==> src/rtl/rt_lim_if.sv <==
// Core-side data-memory bus of the racetrack LiM controller: req/gnt request
// channel plus the one-cycle rvalid response channel.
interface rt_lim_if;
   logic        data_req_i;
   logic        data_gnt_o;
   logic [31:0] data_addr_i;
   logic        data_we_i;
   logic [3:0]  data_be_i;
   logic [31:0] data_wdata_i;
   logic [2:0]  data_lim_op_i;
   logic [31:0] data_mask_i;
   logic        data_rvalid_o;
   logic [31:0] data_rdata_o;
   logic        data_err_o;

   modport slave (
      input  data_req_i, data_addr_i, data_we_i, data_be_i, data_wdata_i,
             data_lim_op_i, data_mask_i,
      output data_gnt_o, data_rvalid_o, data_rdata_o, data_err_o
   );

   modport master (
      output data_req_i, data_addr_i, data_we_i, data_be_i, data_wdata_i,
             data_lim_op_i, data_mask_i,
      input  data_gnt_o, data_rvalid_o, data_rdata_o, data_err_o
   );
endinterface

==> src/rtl/rt_lim_ctrl.sv <==
// Racetrack LiM data-memory access controller: one outstanding core request,
// word-line decode, racetrack handshake with timeout, single-pulse response.
module rt_lim_wl_lane #(
   parameter int IW   = 8,
   parameter int LANE = 0
) (
   input  logic          issue_i,
   input  logic [IW-1:0] widx_i,
   input  logic [3:0]    bits_i,
   output logic [3:0]    wl_o
);
   assign wl_o = (issue_i && (widx_i == IW'(LANE))) ? bits_i : 4'h0;
endmodule

module rt_lim_ctrl #(
   parameter int          ADDR_WIDTH = 10,
   parameter int          BYTES      = 1024,
   parameter logic [31:0] BASE_ADDR  = 32'h0010_0000,
   parameter int          TIMEOUT    = 16,
   parameter logic [2:0]  FUNCT_AND  = 3'b001,
   parameter logic [2:0]  FUNCT_OR   = 3'b010,
   parameter logic [2:0]  FUNCT_XOR  = 3'b011
) (
   input  logic             clk_i,
   input  logic             rst_i,
   rt_lim_if.slave          core_if,
   output logic             en_b_int_o,
   output logic             we_b_o,
   output logic [BYTES-1:0] word_lines_o,
   output logic [2:0]       opcode_mem_o,
   output logic [31:0]      mask_o,
   output logic [31:0]      wdata_b_o,
   input  logic [31:0]      rdata_b_i,
   input  logic             rvalid_rt_i
);
   localparam int NW = BYTES / 4;
   localparam int IW = ADDR_WIDTH - 2;
   localparam int CW = (TIMEOUT > 1) ? $clog2(TIMEOUT) : 1;
   localparam logic [CW-1:0] TO_INIT = CW'(TIMEOUT - 1);

   localparam logic [1:0] S_IDLE  = 2'd0;
   localparam logic [1:0] S_ISSUE = 2'd1;
   localparam logic [1:0] S_RESP  = 2'd2;

   localparam logic [32:0] LO_A = {1'b0, BASE_ADDR};
   localparam logic [32:0] HI_A = LO_A + 33'(BYTES);

   typedef struct packed {
      logic          we;
      logic          lim;
      logic [3:0]    be;
      logic [31:0]   wdata;
      logic [2:0]    op;
      logic [31:0]   mask;
      logic [IW-1:0] widx;
   } req_t;

   logic [1:0]    state_q, state_d;
   logic [CW-1:0] cnt_q, cnt_d;
   logic          err_q, err_d;
   req_t          req_q, req_d;

   logic          in_range, latch, issue, resp, is_lim;
   logic [32:0]   addr_x;
   logic [3:0]    wl_bits;
   logic          unused_addr;

   assign addr_x      = {1'b0, core_if.data_addr_i};
   assign in_range    = (addr_x >= LO_A) && (addr_x < HI_A);
   assign unused_addr = ^core_if.data_addr_i[1:0];
   assign is_lim      = (core_if.data_lim_op_i == FUNCT_AND) ||
                        (core_if.data_lim_op_i == FUNCT_OR)  ||
                        (core_if.data_lim_op_i == FUNCT_XOR);

   always_comb begin
      state_d = state_q;
      cnt_d   = cnt_q;
      err_d   = err_q;
      latch   = 1'b0;
      case (state_q)
         S_IDLE: begin
            if (core_if.data_req_i) begin
               latch = 1'b1;
               if (in_range) begin
                  state_d = S_ISSUE;
                  cnt_d   = TO_INIT;
                  err_d   = 1'b0;
               end else begin
                  state_d = S_RESP;
                  err_d   = 1'b1;
               end
            end
         end
         S_ISSUE: begin
            // completion wins over an expiring counter in the same cycle
            if (rvalid_rt_i) begin
               state_d = S_RESP;
               err_d   = 1'b0;
            end else if (cnt_q == '0) begin
               state_d = S_RESP;
               err_d   = 1'b1;
            end else begin
               cnt_d = cnt_q - 1'b1;
            end
         end
         S_RESP:  state_d = S_IDLE;
         default: state_d = S_IDLE;
      endcase
   end

   always_comb begin
      req_d = req_q;
      if (latch) begin
         req_d.we    = core_if.data_we_i;
         req_d.lim   = is_lim;
         req_d.be    = core_if.data_be_i;
         req_d.wdata = core_if.data_wdata_i;
         req_d.op    = core_if.data_lim_op_i;
         req_d.mask  = core_if.data_mask_i;
         req_d.widx  = core_if.data_addr_i[ADDR_WIDTH-1:2];
      end
   end

   always_ff @(posedge clk_i or posedge rst_i) begin
      if (rst_i) begin
         state_q <= S_IDLE;
         cnt_q   <= '0;
         err_q   <= 1'b0;
         req_q   <= '0;
      end else begin
         state_q <= state_d;
         cnt_q   <= cnt_d;
         err_q   <= err_d;
         req_q   <= req_d;
      end
   end

   assign issue = (state_q == S_ISSUE);
   assign resp  = (state_q == S_RESP);

   // reset gates the combinational grant so every output reads 0 under reset
   assign core_if.data_gnt_o    = (state_q == S_IDLE) && core_if.data_req_i && !rst_i;
   assign core_if.data_rvalid_o = resp;
   assign core_if.data_err_o    = resp && err_q;
   assign core_if.data_rdata_o  = (resp && !err_q && !req_q.we) ? rdata_b_i : 32'h0;

   // dropping the enable in RESP sends the racetrack to idle, not port-set
   assign en_b_int_o   = issue;
   assign we_b_o       = issue && req_q.we;
   assign opcode_mem_o = issue ? req_q.op    : 3'h0;
   assign mask_o       = issue ? req_q.mask  : 32'h0;
   assign wdata_b_o    = issue ? req_q.wdata : 32'h0;

   // only plain stores honour byte enables; loads and LiM ops touch the word
   assign wl_bits = (req_q.we && !req_q.lim) ? req_q.be : 4'hF;

   logic [NW-1:0][3:0] wl_lane;

   genvar g;
   for (g = 0; g < NW; g++) begin : g_lane
      rt_lim_wl_lane #(.IW(IW), .LANE(g)) u_lane (
         .issue_i (issue),
         .widx_i  (req_q.widx),
         .bits_i  (wl_bits),
         .wl_o    (wl_lane[g])
      );
   end

   assign word_lines_o = wl_lane;
endmodule

==> src/flat_wrapper.sv <==
// flat-port wrapper written by rule: the top's interface ports become plain ports
module rt_lim_ctrl_flat 
#(
   parameter int          ADDR_WIDTH = 10,
   parameter int          BYTES      = 1024,
   parameter logic [31:0] BASE_ADDR  = 32'h0010_0000,
   parameter int          TIMEOUT    = 16,
   parameter logic [2:0]  FUNCT_AND  = 3'b001,
   parameter logic [2:0]  FUNCT_OR   = 3'b010,
   parameter logic [2:0]  FUNCT_XOR  = 3'b011
)
  (clk_i, rst_i, en_b_int_o, we_b_o, word_lines_o, opcode_mem_o, mask_o, wdata_b_o, rdata_b_i, rvalid_rt_i, core_if_data_req_i, core_if_data_addr_i, core_if_data_we_i, core_if_data_be_i, core_if_data_wdata_i, core_if_data_lim_op_i, core_if_data_mask_i, core_if_data_gnt_o, core_if_data_rvalid_o, core_if_data_rdata_o, core_if_data_err_o);
  rt_lim_if core_if_i ();
  input  logic clk_i;
  input  logic rst_i;
  output logic en_b_int_o;
  output logic we_b_o;
  output logic [BYTES-1:0] word_lines_o;
  output logic [2:0] opcode_mem_o;
  output logic [31:0] mask_o;
  output logic [31:0] wdata_b_o;
  input  logic [31:0] rdata_b_i;
  input  logic rvalid_rt_i;
  input wire logic [$bits(core_if_i.data_req_i)-1:0] core_if_data_req_i;
  input wire logic [$bits(core_if_i.data_addr_i)-1:0] core_if_data_addr_i;
  input wire logic [$bits(core_if_i.data_we_i)-1:0] core_if_data_we_i;
  input wire logic [$bits(core_if_i.data_be_i)-1:0] core_if_data_be_i;
  input wire logic [$bits(core_if_i.data_wdata_i)-1:0] core_if_data_wdata_i;
  input wire logic [$bits(core_if_i.data_lim_op_i)-1:0] core_if_data_lim_op_i;
  input wire logic [$bits(core_if_i.data_mask_i)-1:0] core_if_data_mask_i;
  output wire logic [$bits(core_if_i.data_gnt_o)-1:0] core_if_data_gnt_o;
  output wire logic [$bits(core_if_i.data_rvalid_o)-1:0] core_if_data_rvalid_o;
  output wire logic [$bits(core_if_i.data_rdata_o)-1:0] core_if_data_rdata_o;
  output wire logic [$bits(core_if_i.data_err_o)-1:0] core_if_data_err_o;
  assign core_if_i.data_req_i = core_if_data_req_i;
  assign core_if_i.data_addr_i = core_if_data_addr_i;
  assign core_if_i.data_we_i = core_if_data_we_i;
  assign core_if_i.data_be_i = core_if_data_be_i;
  assign core_if_i.data_wdata_i = core_if_data_wdata_i;
  assign core_if_i.data_lim_op_i = core_if_data_lim_op_i;
  assign core_if_i.data_mask_i = core_if_data_mask_i;
  assign core_if_data_gnt_o = core_if_i.data_gnt_o;
  assign core_if_data_rvalid_o = core_if_i.data_rvalid_o;
  assign core_if_data_rdata_o = core_if_i.data_rdata_o;
  assign core_if_data_err_o = core_if_i.data_err_o;
  rt_lim_ctrl #(.ADDR_WIDTH(ADDR_WIDTH), .BYTES(BYTES), .BASE_ADDR(BASE_ADDR), .TIMEOUT(TIMEOUT), .FUNCT_AND(FUNCT_AND), .FUNCT_OR(FUNCT_OR), .FUNCT_XOR(FUNCT_XOR)) u_core (.clk_i(clk_i), .rst_i(rst_i), .core_if(core_if_i), .en_b_int_o(en_b_int_o), .we_b_o(we_b_o), .word_lines_o(word_lines_o), .opcode_mem_o(opcode_mem_o), .mask_o(mask_o), .wdata_b_o(wdata_b_o), .rdata_b_i(rdata_b_i), .rvalid_rt_i(rvalid_rt_i));
endmodule
==> config.mk <==
export PLATFORM = sky130hd
export DESIGN_NAME = rt_lim_ctrl_flat
export DESIGN_NICKNAME = d
export VERILOG_FILES = /design/src/rtl/rt_lim_if.sv /design/src/rtl/rt_lim_ctrl.sv /design/src/flat_wrapper.sv
export SDC_FILE = /design/constraint.sdc
export NUM_CORES = 1
export LEC_CHECK = 0
export BUFFER_PORTS_ARGS = -buffer_cell sky130_fd_sc_hd__buf_4
export CORE_AREA = 2 2 497 499
export DETAILED_ROUTE_END_ITERATION = 12
export DIE_AREA = 0 0 499 501
export PLACE_DENSITY = 0.3
export SLEW_MARGIN = 20
export SYNTH_ARGS = -nofsm -noshare
export SYNTH_HDL_FRONTEND = slang
export SYNTH_HIERARCHICAL = 1
export SYNTH_SLANG_ARGS = --single-unit
export TNS_END_PERCENT = 50
==> constraint.sdc <==
create_clock -name clk_i -period 36.8 [get_ports clk_i]
set_clock_uncertainty 0.15 [all_clocks]
set_input_delay 5.52 -clock clk_i [delete_from_list [all_inputs] [get_ports clk_i]]
set_output_delay 5.52 -clock clk_i [all_outputs]
set_load 0.05 [all_outputs]
==> run metrics, run 1 <==
outcome=completed; Worst path max stage delay=0.27 ns; Worst Hold Launch=u_core/req_q[47]; I/O pin total=~1300; reg2reg setup slack=approximately 34 ns; grt ovf=0; power share of the clock group=about 4%; r2r endpoint=u_core/req_q[36]; net switching power=about 1.7 mW; post-detail-place hpwl=about 130000 microns; post-route insts no fill=7746; min-delay worst type=flip-flop to flip-flop; critical-path cell list=buf_4, nand2_2, nor2_1, buf_4; Setup crit start kind=input port; FFs w/ async S/R, synth=between 90% and 100%; Mapped Nets=roughly 3300; Setup TNS Final=0 ns; mean post-synth cell area=approximately 7.9 sq um; routability cong.=0.7920; sequential area share after synthesis=between 8 and 9%; Top Metal Used=met4; Synth Instances=~3200; Starting Density=roughly a tenth; top cells by area, synth=nor4_1 (15%), nand2b_1 (14%), dfrtp_1 (8.8%); Placement Setup Slack=between 20 and 25 ns; initial antenna violation count=4; met2 routed WL=roughly 92000 microns; vias in the first global route=about 33000; routed wl met3=around 13000 microns; Post-CTS Setup Inserts=0; Period minus WS final=roughly 12 ns; Leakage Power=~16 nW; clock root buffer=clkbuf_16; Detailed Routing Iterations Pass 1=5; Synthesis Warnings=6; cell taking the most area after synthesis=nor4_1; drt via density=roughly 4.4; Worst VDD drop=0.04962 mV; pwr dens=roughly 65 nW/um^2; vias=about 34000; num rows=roughly 180; Port Buffers=between 1000 and 1500; CP dominant cell by count=buf_4; top-area cell type share of the netlist area=14.91%; Final Cell Area=approximately 40000 sq um; Final Hold Viols=0; WHS Path Cells=2; Final nets=4656; cell area after synthesis=~25000 sq um; residual DRC count=0; Final ANT Viol Nets=0; CP Class=input port to output pin; Internal Dissipation=between 800 and 900 uW; DIE WIDTH=499 microns; Slew @ Worst Pin=just under 1 ns; Seq cells post-synth=88; CTS tree=built; relative max-transition margin=between 30% and 40%; first-pass GRT wire length=262900 microns; switch share=65.55%; RSZ-0062 raised after global routing=no; layout cell share with drive strength beyond 1=between 30% and 40%; Synth Flop Type=dfrtp_1; Arrival @ worst endpoint=between 6 and 7 ns; hold path endpoint=u_core/req_q[47]; H-tree levels=3; area grow syn2layout=59.04%; Worst EP required=31.13 ns; Slowest cell on crit path=nand2_2; Num CTS Buffers=9; Cell variety after synth=49; Tcrit/Tclk final=32.56%; dpl cell area=~40000 sq um; DR iter-0 viols=~2400; number of flops mapped to enable cells by yosys=0; Finish-stage setup viols=0; GRT Util Overall=between 10% and 20%; Fmax=about 0.083 GHz; routed wire length=between 150000 and 200000 microns; MaxCap Viol Count=0; WL met1=around 76000 microns; worst-path maximum fanout=16; share of power burned in registers=a little under a tenth; CP Capture Type=output pin; Clk pin slew, worst setup/hold paths=0.08 ns; hold slack final=roughly 0.32 ns; worst skew pair latency=between 0.3 and 0.4 ns; WL/cell=24.03 microns; Cells after DPL=a little under 8000; full die area=about 250000 sq um; Post-CTS Hold Buffers=0; CTS sink count=between 80 and 90; post-cts gate resize count=0; DIE HEIGHT=~500 microns; largest net degree at the start of global routing=approximately 170; CTS max path bufs=2; worst r2r src=u_core/state_q[0]; Comb pwr share=86.5%; R2R depth=5; Final WS setup=between 20 and 25 ns; core box area=244800 sq um; Slew Limit Fails=0
stage by stage:
step / power [mW] / utilization (%)
after floorplan: 2.193 / -
after global placement: 2.466 / 16.10
after detailed placement: 2.477 / 16.10
after CTS: 2.588 / 16.22
after global routing: 2.765 / 16.22
final: 2.563 / 16.22
logic make-up after synthesis:
family | after synthesis | share of synthesized area, %
compound gates | 17 | 0.5061
fa+ha+maj | 1 | 0.05010
buf+inv | 32 | 0.5261
flops | 88 | 8.819
mux | 1 | 0.04009
simple gates | 3027 | 90.06
power by group through the flow:
stage | sequential, mW | clock (mW) | combinational, mW
4_1_cts | 0.243 | 0.107 | 2.24
5_1_grt | 0.253 | 0.110 | 2.40
6_report | 0.242 | 0.103 | 2.22
3_3_place_gp | 0.243 | 0 | 2.22
2_1_floorplan | 0.539 | 0 | 1.65
3_5_place_dp | 0.242 | 0 | 2.23
cells in the final DEF (no fill, tap or decap), types with 8 or more instances in the layout:
master,Yosys,final
and2_1,102,102
buf_12,0,14
buf_4,0,1352
clkbuf_16,0,9
dfrtp_1,88,80
dfrtp_4,0,8
nand2_1,500,499
nand2b_1,541,537
nand2b_4,14,18
nand4_1,87,87
nand4_2,26,26
nand4b_1,228,228
nand4b_4,76,76
nand4bb_1,71,71
nand4bb_4,57,57
nor3_1,346,346
nor3_2,40,40
nor4_1,595,594
nor4_2,48,49
or2_1,15,15
or2_4,31,31
or4b_1,192,192
or4b_4,16,16
or4bb_1,24,24
registers in the layout, summed over array words and instances (netlist names):
signal,cells
u_core/cnt_q,4
u_core/req_q,81
u_core/state_q,2
u_core/err_q,1
how the worst max path moves through the flow:
| stage | start | cells after the start | endpoint | slack, ns |
|---|---|---|---|---|
| floorplan | u_core/state_q[1] | 5 | word_lines_o[896] | 13.91 |
| global placement | core_if_data_req_i | 4 | core_if_data_gnt_o | 24.75 |
| detailed placement | core_if_data_req_i | 4 | core_if_data_gnt_o | 24.76 |
| CTS | core_if_data_req_i | 4 | core_if_data_gnt_o | 24.75 |
| global route | core_if_data_req_i | 4 | core_if_data_gnt_o | 24.73 |
| finish | core_if_data_req_i | 4 | core_if_data_gnt_o | 24.82 |
critical path, delay by kind of cell:
kind,cells,cell delay [ns]
buffers and inverters,2,0.31
and+or+nand+nor,2,0.47
cell type report:
class	count	area [sq um]
Fill cell	27820	205100
Multi-Input combinational cell	3046	22690
Timing Repair Buffer	1366	10430
Tap cell	3220	4029
Sequential cell	88	2232
Clock buffer	9	225.2
Clock inverter	7	71.32
Inverter	4	25.02
Antenna cell	6	15.01
layer usage:
metal	track usage (%)	vias to the layer above
met5	0	-
met4	4.191	0
met3	3.216	151
met2	24.32	1308
met1	16.85	16850
li1	-	15690
synthesized netlist by cell type, drive strengths merged (3+ instances only):
master,n
a211oi,4
a21oi,3
and2,102
clkbuf,27
dfrtp,88
inv,4
nand2,500
nand2b,555
nand4,113
nand4b,304
nand4bb,128
nor2,5
nor2b,3
nor3,386
nor3b,3
nor4,643
o21ai,3
or2,47
or4b,208
or4bb,24
Note: power is estimated with default switching activity, not from simulation.
==> inputs of run 2 (changes only) <==
- CORE_AREA: 2 2 497 499 -> 2 2 488 490
- DIE_AREA: 0 0 499 501 -> 0 0 490 492
- clock period: 36.8 -> 10 ns (I/O delays scaled with it)
==> run 2 against run 1 <==
Final cell count shrank 0.83%. Power grew to 3.8 times the previous value. Clock power grew to 4.1 times the previous value. Register-to-register slack lost 27 ns. Largest cell class unchanged.
==> run metrics, run 2 (synthesis results as in run 1) <==
outcome=completed (unchanged); Port Buffers=1265 (unchanged); Finish-stage setup viols=0 (unchanged); worst-path maximum fanout=60 (was 16); Starting Density=10.57% (was 10.20%); Fmax=0.1714 GHz; share of power burned in registers=9.7% (was 9.4%); routed wire length=191700 microns (was 186100 microns); Worst path max stage delay=0.95 ns (was 0.27 ns); pwr dens=242.3 nW/um^2 (was 64.53 nW/um^2); WL/cell=24.96 microns (was 24.03 microns); Filler cells=26800 (was 27820); drt via density=4.421 (was 4.389); vias in the first global route=32690 (was 32790); power share of the clock group=4.4% (was 4.0%); residual DRC count=0 (unchanged); full die area=241100 sq um (was 250000 sq um); most frequent cells in the layout=buf_4 (1333), nor4_1 (591), nand2b_1 (537) (was buf_4 (1352), nor4_1 (594), nand2b_1 (537)); Worst EP required=8.35 ns (was 31.13 ns); Post-CTS Setup Inserts=0 (unchanged); routability cong.=0.8117 (was 0.7920); first-pass GRT wire length=267300 microns (was 262900 microns); CP Capture Type=output pin (unchanged); total power=9.645 mW (was 2.563 mW); vias=33970 (was 34000); Largest register FFs=81 (unchanged); I/O pin total=1268 (unchanged); critical-path cell list=nand2b_1, inv_8, buf_4, nand4bb_1, nor3_1, buf_4 (was buf_4, nand2_2, nor2_1, buf_4); DIE HEIGHT=492 microns (was 501 microns); switch share=65.24% (was 65.55%); Slew @ Worst Pin=1.124 ns (was 0.9883 ns); Final ANT Viol Nets=0 (unchanged); initial antenna violation count=9 (was 4); Slew Limit Fails=0 (unchanged); num rows=179 (was 182); Clk pin slew, worst setup/hold paths=0.08 ns (about the same); core box area=236300 sq um (was 244800 sq um); Worst VDD drop=0.1754 mV (was 0.04962 mV); layout cell share with drive strength beyond 1=37.88% (was 37.90%); H-tree levels=3 (unchanged); Final Hold Viols=0 (unchanged); Slowest cell on crit path=nor3_1 (was nand2_2); Detailed Routing Iterations Pass 1=6 (was 5); Tcrit/Tclk final=around three fifths; Internal Dissipation=3.353 mW (was 882.9 uW); Setup crit start kind=flip-flop (was input port); worst skew pair latency=0.39 ns (about the same); CTS sink count=88 (unchanged); Arrival @ worst endpoint=4.18 ns (was 6.31 ns); Num CTS Buffers=9 (unchanged); Leakage Power=16.13 nW (was 16.07 nW); CP top delay family=buffers and inverters (was simple AND/OR/NAND/NOR gates); Setup TNS Final=0 ns (unchanged); Period minus WS final=~6 ns; relative max-transition margin=24.52% (was 33.57%); RSZ-0062 raised after global routing=no (unchanged); CP dominant cell by count=buf_4 (unchanged); DIE WIDTH=490 microns (was 499 microns); clock root buffer=clkbuf_16 (unchanged); Reg with most FFs=u_core/req_q (unchanged); largest net degree at the start of global routing=179 (was 172); most common cell after layout, fill and taps aside=buf_4 (unchanged); area grow syn2layout=59.43% (was 59.04%); Comb pwr share=85.9% (was 86.5%); grt ovf=0 (unchanged); net switching power=6.292 mW (was 1.680 mW); min-delay worst type=flip-flop to flip-flop (unchanged); largest registers=u_core/req_q x81, u_core/cnt_q x4, u_core/state_q x2 (unchanged); MaxCap Viol Count=0 (unchanged); GRT Util Overall=14.88% (was 13.94%); post-cts gate resize count=0 (unchanged); CTS tree=built (unchanged); CTS max path bufs=2 (unchanged); worst path bufs/invs=3 (was 2); Post-CTS Hold Buffers=0 (unchanged); Final nets=4650 (was 4656); post-detail-place hpwl=134200 microns (was 132700 microns); CP Class=flip-flop to output pin (was input port to output pin); DR iter-0 viols=2392 (was 2366)
## run 2: power by group through the flow
stage,Combinational [mW],Sequential [mW],Clock (mW)
2_1_floorplan,5.35,1.99,0
5_1_grt,8.95,0.978,0.451
3_3_place_gp,8.30,0.951,0
4_1_cts,8.37,0.957,0.442
3_5_place_dp,8.35,0.956,0
6_report,8.28,0.935,0.425
## run 2: worst paths after layout
kind	start	endpoint	slack, ns	cells past startpoint
max in group asynchronous	rst_i	u_core/req_q[7]	7.32	3
min reg2reg	u_core/req_q[48]	u_core/req_q[48]	0.32	2
max reg2reg	u_core/state_q[0]	u_core/req_q[73]	7.27	5
max	u_core/state_q[1]	word_lines_o[530]	4.17	6
min	u_core/req_q[48]	u_core/req_q[48]	0.32	2
min in group asynchronous	rst_i	u_core/req_q[17]	1.04	2
## run 2: per-layer routing
metal / global-route usage (%) / part of all wire (%)
met5: 0 / 0
met4: 4.356 / 3.0
met3: 3.403 / 6.8
met2: 26.07 / 50
met1: 17.97 / 41
## run 2: cell type report
class                      instances  area [sq um]  area share, %
tap                             3167          3963          9.953
clock inverter                     7         106.4         0.2671
clock buffer                       9         225.2         0.5657
antenna                            1         2.502       0.006286
inverter                           4         25.02        0.06286
multi-input combinational       3046         22710          57.04
timing repair buffer            1360         10550          26.49
sequential                        88          2232          5.607
## run 2: stage by stage
step	util (%)	setup WS, ns	hold slack, ns	std cells	instance area (sq um)
6_report	16.85	4.166	0.3214	7682	39810
5_1_grt	16.85	3.962	0.3505	7682	39810
4_1_cts	16.85	4.006	0.3233	7681	39810
3_5_place_dp	16.71	4.465	0.3048	7665	39480
3_3_place_gp	16.71	4.488	0.3053	7665	39480
2_1_floorplan	-	0.2361	0.2869	3166	24980
## run 2: worst min-delay path, cell delays in order (launching register included)
cell,delay [ns]
dfrtp_1,0.34
nand2_1,0.05
nand2_1,0.05
